File: config.mk
export PLATFORM = sky130hd
export DESIGN_NAME = c17_response_misr
export DESIGN_NICKNAME = d
export VERILOG_FILES = /design/src/rtl/c17_response_misr.sv
export SDC_FILE = /design/constraint.sdc
export NUM_CORES = 1
export LEC_CHECK = 0
export CAP_MARGIN = 15
export CELL_PAD_IN_SITES_DETAIL_PLACEMENT = 1
export CELL_PAD_IN_SITES_GLOBAL_PLACEMENT = 1
export CORE_MARGIN = 4
export CORE_UTILIZATION = 38
export CTS_CLUSTER_DIAMETER = 100
export DETAILED_ROUTE_END_ITERATION = 12
export PLACE_DENSITY = 0.9
export REMOVE_ABC_BUFFERS = 1
export SLEW_MARGIN = 10
export SYNTH_ARGS = -nofsm -noshare
export SYNTH_HDL_FRONTEND = slang
export SYNTH_SLANG_ARGS = --single-unit
File: constraint.sdc
create_clock -name clk -period 2.65 [get_ports clk]
set_input_delay 0.3975 -clock clk [delete_from_list [all_inputs] [get_ports clk]]
set_output_delay 0.3975 -clock clk [all_outputs]
set_load 0.005 [all_outputs]
File: src/rtl/c17_response_misr.sv
// ---------------------------------------------------------------------------
// c17_response_misr
//
// Purpose:
//   This block compacts the responses from the 8-bit shift-register / c17
//   combined block. On each accepted cycle it folds the 11 observable outputs
//   into a multiple-input signature register (MISR). After the programmed
//   number of valid samples, it compares the signature with a golden value
//   and gives a single pass/fail verdict.
//
// Parameters:
//   CNT_W        width of the pattern counter and of num_patterns
//   POLY         MISR feedback taps; the x^11 term is implicit
//
// Ports:
//   clk          single clock, rising edge
//   reset        asynchronous, active-low reset (0 = asserted)
//   start        begins a compaction run (honoured in IDLE or DONE only)
//   num_patterns number of valid samples to compact, latched on start
//   golden       expected signature, latched on start
//   din_valid    the current sample is valid
//   shiftout_in  shift-register outputs of the upstream block
//   n22/n23/n24  c17 outputs of the upstream block
//   busy         high while compacting
//   done         high once the run has finished
//   pass         signature matched golden (meaningful while done is high)
//   signature    current MISR contents
// ---------------------------------------------------------------------------
module c17_response_misr #(
  parameter int          CNT_W = 8,
  parameter logic [10:0] POLY  = 11'h005
) (
  input  logic             clk,
  input  logic             reset,
  input  logic             start,
  input  logic [CNT_W-1:0] num_patterns,
  input  logic [10:0]      golden,
  input  logic             din_valid,
  input  logic [7:0]       shiftout_in,
  input  logic             n22,
  input  logic             n23,
  input  logic             n24,
  output logic             busy,
  output logic             done,
  output logic             pass,
  output logic [10:0]      signature
);

  typedef enum logic [1:0] {
    IDLE    = 2'd0,
    COMPACT = 2'd1,
    DONE    = 2'd2
  } stateT;

  stateT            r_state;
  logic [10:0]      r_sig;
  logic [CNT_W-1:0] r_cnt;
  logic [CNT_W-1:0] r_numPat;
  logic [10:0]      r_golden;
  logic             r_pass;

  stateT            w_stateNext;
  logic [10:0]      w_sigNext;
  logic [CNT_W-1:0] w_cntNext;
  logic [CNT_W-1:0] w_numPatNext;
  logic [10:0]      w_goldenNext;
  logic             w_passNext;
  logic [10:0]      w_sample;
  logic [10:0]      w_sigStep;

  // Shift-register outputs sit in the upper bits, and n24 is the LSB.
  assign w_sample = {shiftout_in, n22, n23, n24};

  // This is one MISR step. Bit 10 falls off the top and, when set, feeds
  // back through the tap polynomial.
  assign w_sigStep = {r_sig[9:0], 1'b0} ^ (r_sig[10] ? POLY : 11'h000) ^ w_sample;

  // All state is registered here. Reset clears the latched run setup as well
  // as the signature, so a run aborted mid-way leaves nothing behind.
  always_ff @(posedge clk or negedge reset) begin
    if (!reset) begin
      r_state  <= IDLE;
      r_sig    <= '0;
      r_cnt    <= '0;
      r_numPat <= '0;
      r_golden <= '0;
      r_pass   <= 1'b0;
    end else begin
      r_state  <= w_stateNext;
      r_sig    <= w_sigNext;
      r_cnt    <= w_cntNext;
      r_numPat <= w_numPatNext;
      r_golden <= w_goldenNext;
      r_pass   <= w_passNext;
    end
  end

  // This block decides the next state and the datapath updates. A start
  // request is only honoured outside COMPACT. A zero-length run goes
  // straight to DONE with the verdict computed against an all-zero
  // signature. During COMPACT, the verdict is taken from the
  // post-update signature, so done and pass appear on the same edge.
  always_comb begin
    w_stateNext  = r_state;
    w_sigNext    = r_sig;
    w_cntNext    = r_cnt;
    w_numPatNext = r_numPat;
    w_goldenNext = r_golden;
    w_passNext   = r_pass;

    case (r_state)
      IDLE, DONE: begin
        if (start) begin
          w_sigNext    = '0;
          w_cntNext    = '0;
          w_numPatNext = num_patterns;
          w_goldenNext = golden;
          if (num_patterns == '0) begin
            w_stateNext = DONE;
            w_passNext  = (golden == 11'h000);
          end else begin
            w_stateNext = COMPACT;
            w_passNext  = 1'b0;
          end
        end
      end
      COMPACT: begin
        if (din_valid) begin
          w_sigNext = w_sigStep;
          w_cntNext = r_cnt + CNT_W'(1);
          if (r_cnt == r_numPat - CNT_W'(1)) begin
            w_stateNext = DONE;
            w_passNext  = (w_sigStep == r_golden);
          end
        end
      end
      default: begin
        w_stateNext = IDLE;
      end
    endcase
  end

  // Outputs are decoded from registered state only.
  assign busy      = (r_state == COMPACT);
  assign done      = (r_state == DONE);
  assign pass      = r_pass;
  assign signature = r_sig;

endmodule

== Yosys cells after proc, flatten, opt, wreduce, memory -nomap -nowiden ==
Cells that the tools add are included.
Word-level totals
  output and inout port bits: 14
  register bits: 41
  word-level logic and storage cells: 43
  input port bits: 34
Cells by class
  bitwise gates (word level): 2
  add/subtract/negate cells: 2
  mux-type cells: 17
  reduce and logical (&&, ||, !) cells: 9
  equal/unequal tests: 7
Operators with widths (number)
  $mux W11: 2
  $pmux W11 S2: 1
  $mux W8: 2
  $pmux W8 S2: 1
  $eq A11 B11 Y1: 1
  $logic_not A11 Y1: 1
  $xor A11 B11 Y11: 1
  $xor A11 B3 Y11: 1
  $add A8 B1 Y8 const B: 1
  $eq A8 B8 Y1: 1
  $logic_not A8 Y1: 1
  $mux W2: 4
  $sub A8 B1 Y8 const B: 1
  $reduce_and A3 Y1: 2
  $mux W1: 4
  $ne A2 B2 Y1 const B: 2
  $pmux W2 S2: 1
  $reduce_and A4 Y1: 1
  $mux W3: 1
  $eq A2 B1 Y1 const B: 1
  $eq A2 B2 Y1 const B: 1
  $logic_not A2 Y1: 1
  $ne A2 B1 Y1 const B: 1
  $pmux W1 S2: 1
  3 further kinds: 3

== Depth between registers and ports, before layout ==
  word-level depth: 7
  gate-level depth with buffers: 9
  mapped depth without buffers: 8

== Worst setup path after synthesis ==
Ideal clock, no wire load.
  path kind: register -> register
  start: reg r_numPat[0]
  end: reg r_pass, in the netlist pass
  slack: 0.398 ns
  path buffers: 1
  data required time: 2.525 ns
  period minus slack after synthesis: 2.252 ns
  cell stages (with the launch flop): 10
  arrival time: 2.126 ns
  library setup time: 0.125 ns
  cell sequence: dfrtp_1 > inv_1 > ha_1 > buf_6 > nor2b_1 > or3_1 > a31o_1 > nor4_4 > a21oi_2 > mux2_4
Between the ends
  word-level cells in the longest chain between the ends: 4
Ends and longest elaborated chain
  start: declaration: RTL line 58  | logic [CNT_W-1:0] r_numPat;
  start signal: assignment: RTL line 92  | r_numPat <= w_numPatNext;
  $sub A8 B1 Y8: RTL line 131  | if (r_cnt == r_numPat - CNT_W'(1)) begin
  $eq A8 B8 Y1: RTL line 131
  $ne A2 B1 Y1 (no line)
  $reduce_and A4 Y1 (no line)
  end signal: assignment: RTL line 94  | r_pass <= w_passNext;
  end: declaration: RTL line 60  | logic r_pass;
No other way between the ends.
A chain may end at the register's enable or synchronous reset.

== Final worst setup path ==
Same ends and word-level chain as after synthesis.

==> flow_metrics.py <==
metrics = {
    "setup_path": {
        "crit_fanout": 8,
        "arrival_ns": 2.59,
        "cp-start-kind": "flop",
        "endpoint_kind": "flop",
        "crit_type": "flop to flop",
        "cp.required_ns": 2.84,
        "r2r_setup_slack_ns": 0.25,
    },
    "sta": {
        "fin_crit_ns": 2.397,
        "rsz0062_at_grt": "false",
        "worst_pin_slew_ns": 0.9559,
        "slew_headroom_pct": 36.27,
        "worst_hold_slack_ns": 0.2414,
        "fin_crit_sh_pct": 90.45,
        "finalSetupViolCount": 0,
        "fmax_ghz": 0.4172,
        "setup_tns_ns": 0,
        "final_max_slew_viol_count": 0,
        "fin_ws_ns": 0.2531,
        "finClkSkew_ns": 0.009254,
        "finalHoldViolations": 0,
    },
    "synth": {
        "synth_warnings": 0,
        "yosysSeqAreaShare_pct": 46.15,
        "yosys.area_share.xor_xnor_pct": 14.58,
        "async_reset_ff_share_pct": 100.0,
        "synth_compound_area_share_pct": 7.822,
        "synth_commonest_cells": "nand2_1 (71), dfrtp_1 (41), xnor2_1 (23)",
        "synth_cells": 253,
        "synth_edf_count": 0,
        "synth.top_cells.by_area": "dfrtp_1 (46%), nand2_1 (12%), xnor2_1 (9.1%)",
        "syn-cell-area_um2": 2223,
        "synth_top_family_by_area": "simple AND/OR/NAND/NOR gates",
        "ys_types": 34,
        "synth_top_area_cell": "dfrtp_1",
        "synth-main-ff-cell": "dfrtp_1",
        "avgSynthCellArea_um2": 8.788,
        "synth-simple-area-share_pct": 26.34,
        "synth_top_area_share_pct": 46.15,
        "yosysMostFrequentCell": "nand2_1",
        "synth-seq-cells": 41,
        "synthMuxAreaShare_pct": 0.6753,
        "synth_fa_ha_area_share_pct": 1.125,
    },
    "layout": {
        "drive_gt1_share_pct": 5.980,
        "synthToLayoutAreaGrowth_pct": 29.43,
        "antenna_cells": 0,
        "final_nets": 336,
    },
    "clock_network": {
        "htreeDepth": 2,
        "worstSkewPairLatency_ns": 0.30,
        "cts_buffers": 5,
        "hold_buffers": 0,
        "path_clk_slew_ns": 0.08,
        "cts_resized": 0,
        "clockRootBuffer": "clkbuf_8",
        "clock_sinks": 41,
        "cts_tree": "yes",
        "cts_buffer_depth": 2,
        "cts_setup_buffers": 0,
    },
    "power": {
        "intPower_uw": 1841,
        "clkPwrFrac_pct": 17.6,
        "power_uw": 3016,
        "power.density_nw_per_um2": 1048,
        "power_switching_uw": 1175,
        "p_seq_share_pct": 38.8,
        "pwr-share-comb_pct": 43.5,
        "ir_worst_vdd_v": 0.0004792,
        "switching_share_pct": 38.96,
        "leakagePower_uw": 0.001246,
    },
    "placement": {
        "place_congestion": 0.7944,
        "portBuffers": 47,
        "dp_hpwl_um": 4539,
        "dp_slack_ns": 0.2394,
    },
    "worst_hold_path": {
        "hold_path.class": "input pin to asynchronous set/reset pin",
    },
    "detailed_routing": {
        "drtPass1Iterations": 4,
        "avgRoutedWirePerCell_um": 16.02,
        "via_per_inst": 5.174,
        "vias": 1930,
        "drtIter0Drc": 42,
        "ant_nets": 0,
        "finalWirelength_um": 5977,
        "drc": 0,
    },
    "job": {
        "cap_violations": 0,
    },
    "floorplanning": {
        "ios": 48,
        "die-width_um": 84.49,
        "die_area_um2": 7139,
        "core_region_area_um2": 5574,
        "rows": 27,
        "die_y_um": 84.49,
        "start_util_pct": 39.89,
    },
    "global_route": {
        "grt_start_max_net_pins": 42,
        "antenna_found_initial": 0,
        "grt_use_total_pct": 18.04,
        "overflow": 0,
        "grt_pass1_vias": 2135,
        "grt_pass1_wl_um": 10320,
    },
    "status": {
        "outcome": "finished clean",
    },
}
## metal layers
layer  track usage (%)  vias up  wire length, um
li1                  -      930                -
met1             21.34      950             2563
met2             31.67       40             3043
met3             4.416       10              236
met4             6.475        0              133
met5                 0        -                0
## registers in the layout, indices dropped and copies added, names as in the netlist
register	cells
r_golden	11
pass	1
r_numPat	8
r_cnt	8
r_state	2
signature	11
## through the flow
step,area [um^2],utilization (%),std cells
after floorplan,2168,-,241
final,2878,51.63,373
after global placement,2761,49.54,365
after CTS,2878,51.63,373
after detailed placement,2761,49.54,365
after global routing,2878,51.63,373
## power by group through the flow
stage                     Combinational (uW)  Clock, uW  Sequential, uW
final                                   1310        531            1170
after global routing                    1460        574            1220
after CTS                               1340        543            1170
after detailed placement                1310          0            1180
after global placement                  1250          0            1160
after floorplan                          841          0            1110
## final timing paths
kind	startpoint	to	depth (start not counted)
setup / recovery	r_numPat[0]	pass	8
hold / removal	reset	r_golden[8]	1
setup reg to reg	r_numPat[0]	pass	8
hold reg to reg	r_golden[8]	r_golden[8]	2
max in group asynchronous	reset	r_cnt[2]	1
min in group clk	r_golden[8]	r_golden[8]	2
## cell usage in the layout, fill, tap and decap left out, drive strengths merged, types with 7 or more instances in the layout
cell	instances
clkdlybuf4s50	46
nor4	9
nor2	10
o21ai	18
nand3	12
nand2	71
xor2	14
dfrtp	41
clkbuf	7
xnor2	23
## area by class of cell
class	instances	area, um^2
Clock buffer	7	86.33
Clock inverter	1	30.03
Fill cell	661	2696
Inverter	5	18.77
Multi-Input combinational cell	195	1124
Sequential cell	41	1026
Tap cell	72	90.09
Timing Repair Buffer	52	503.0
## cell families after synthesis
group,Yosys count
muxes,1
buffers and inverters,17
DFF,41
and+or+nand+nor,125
xor gates and xnor gates,37
AOI/OAI and AO/OA,30
adders and majority gates,2
## worst max-delay path: stages, from the launching register on
cell and delay [ns]:
dfrtp_1 0.44, inv_1 0.08, ha_1 0.30, nor2b_1 0.16
or3_1 0.34, a31o_1 0.25, nor4_4 0.30, a21oi_2 0.10
mux2_4 0.29
Note: power is estimated with default switching activity, not from simulation.
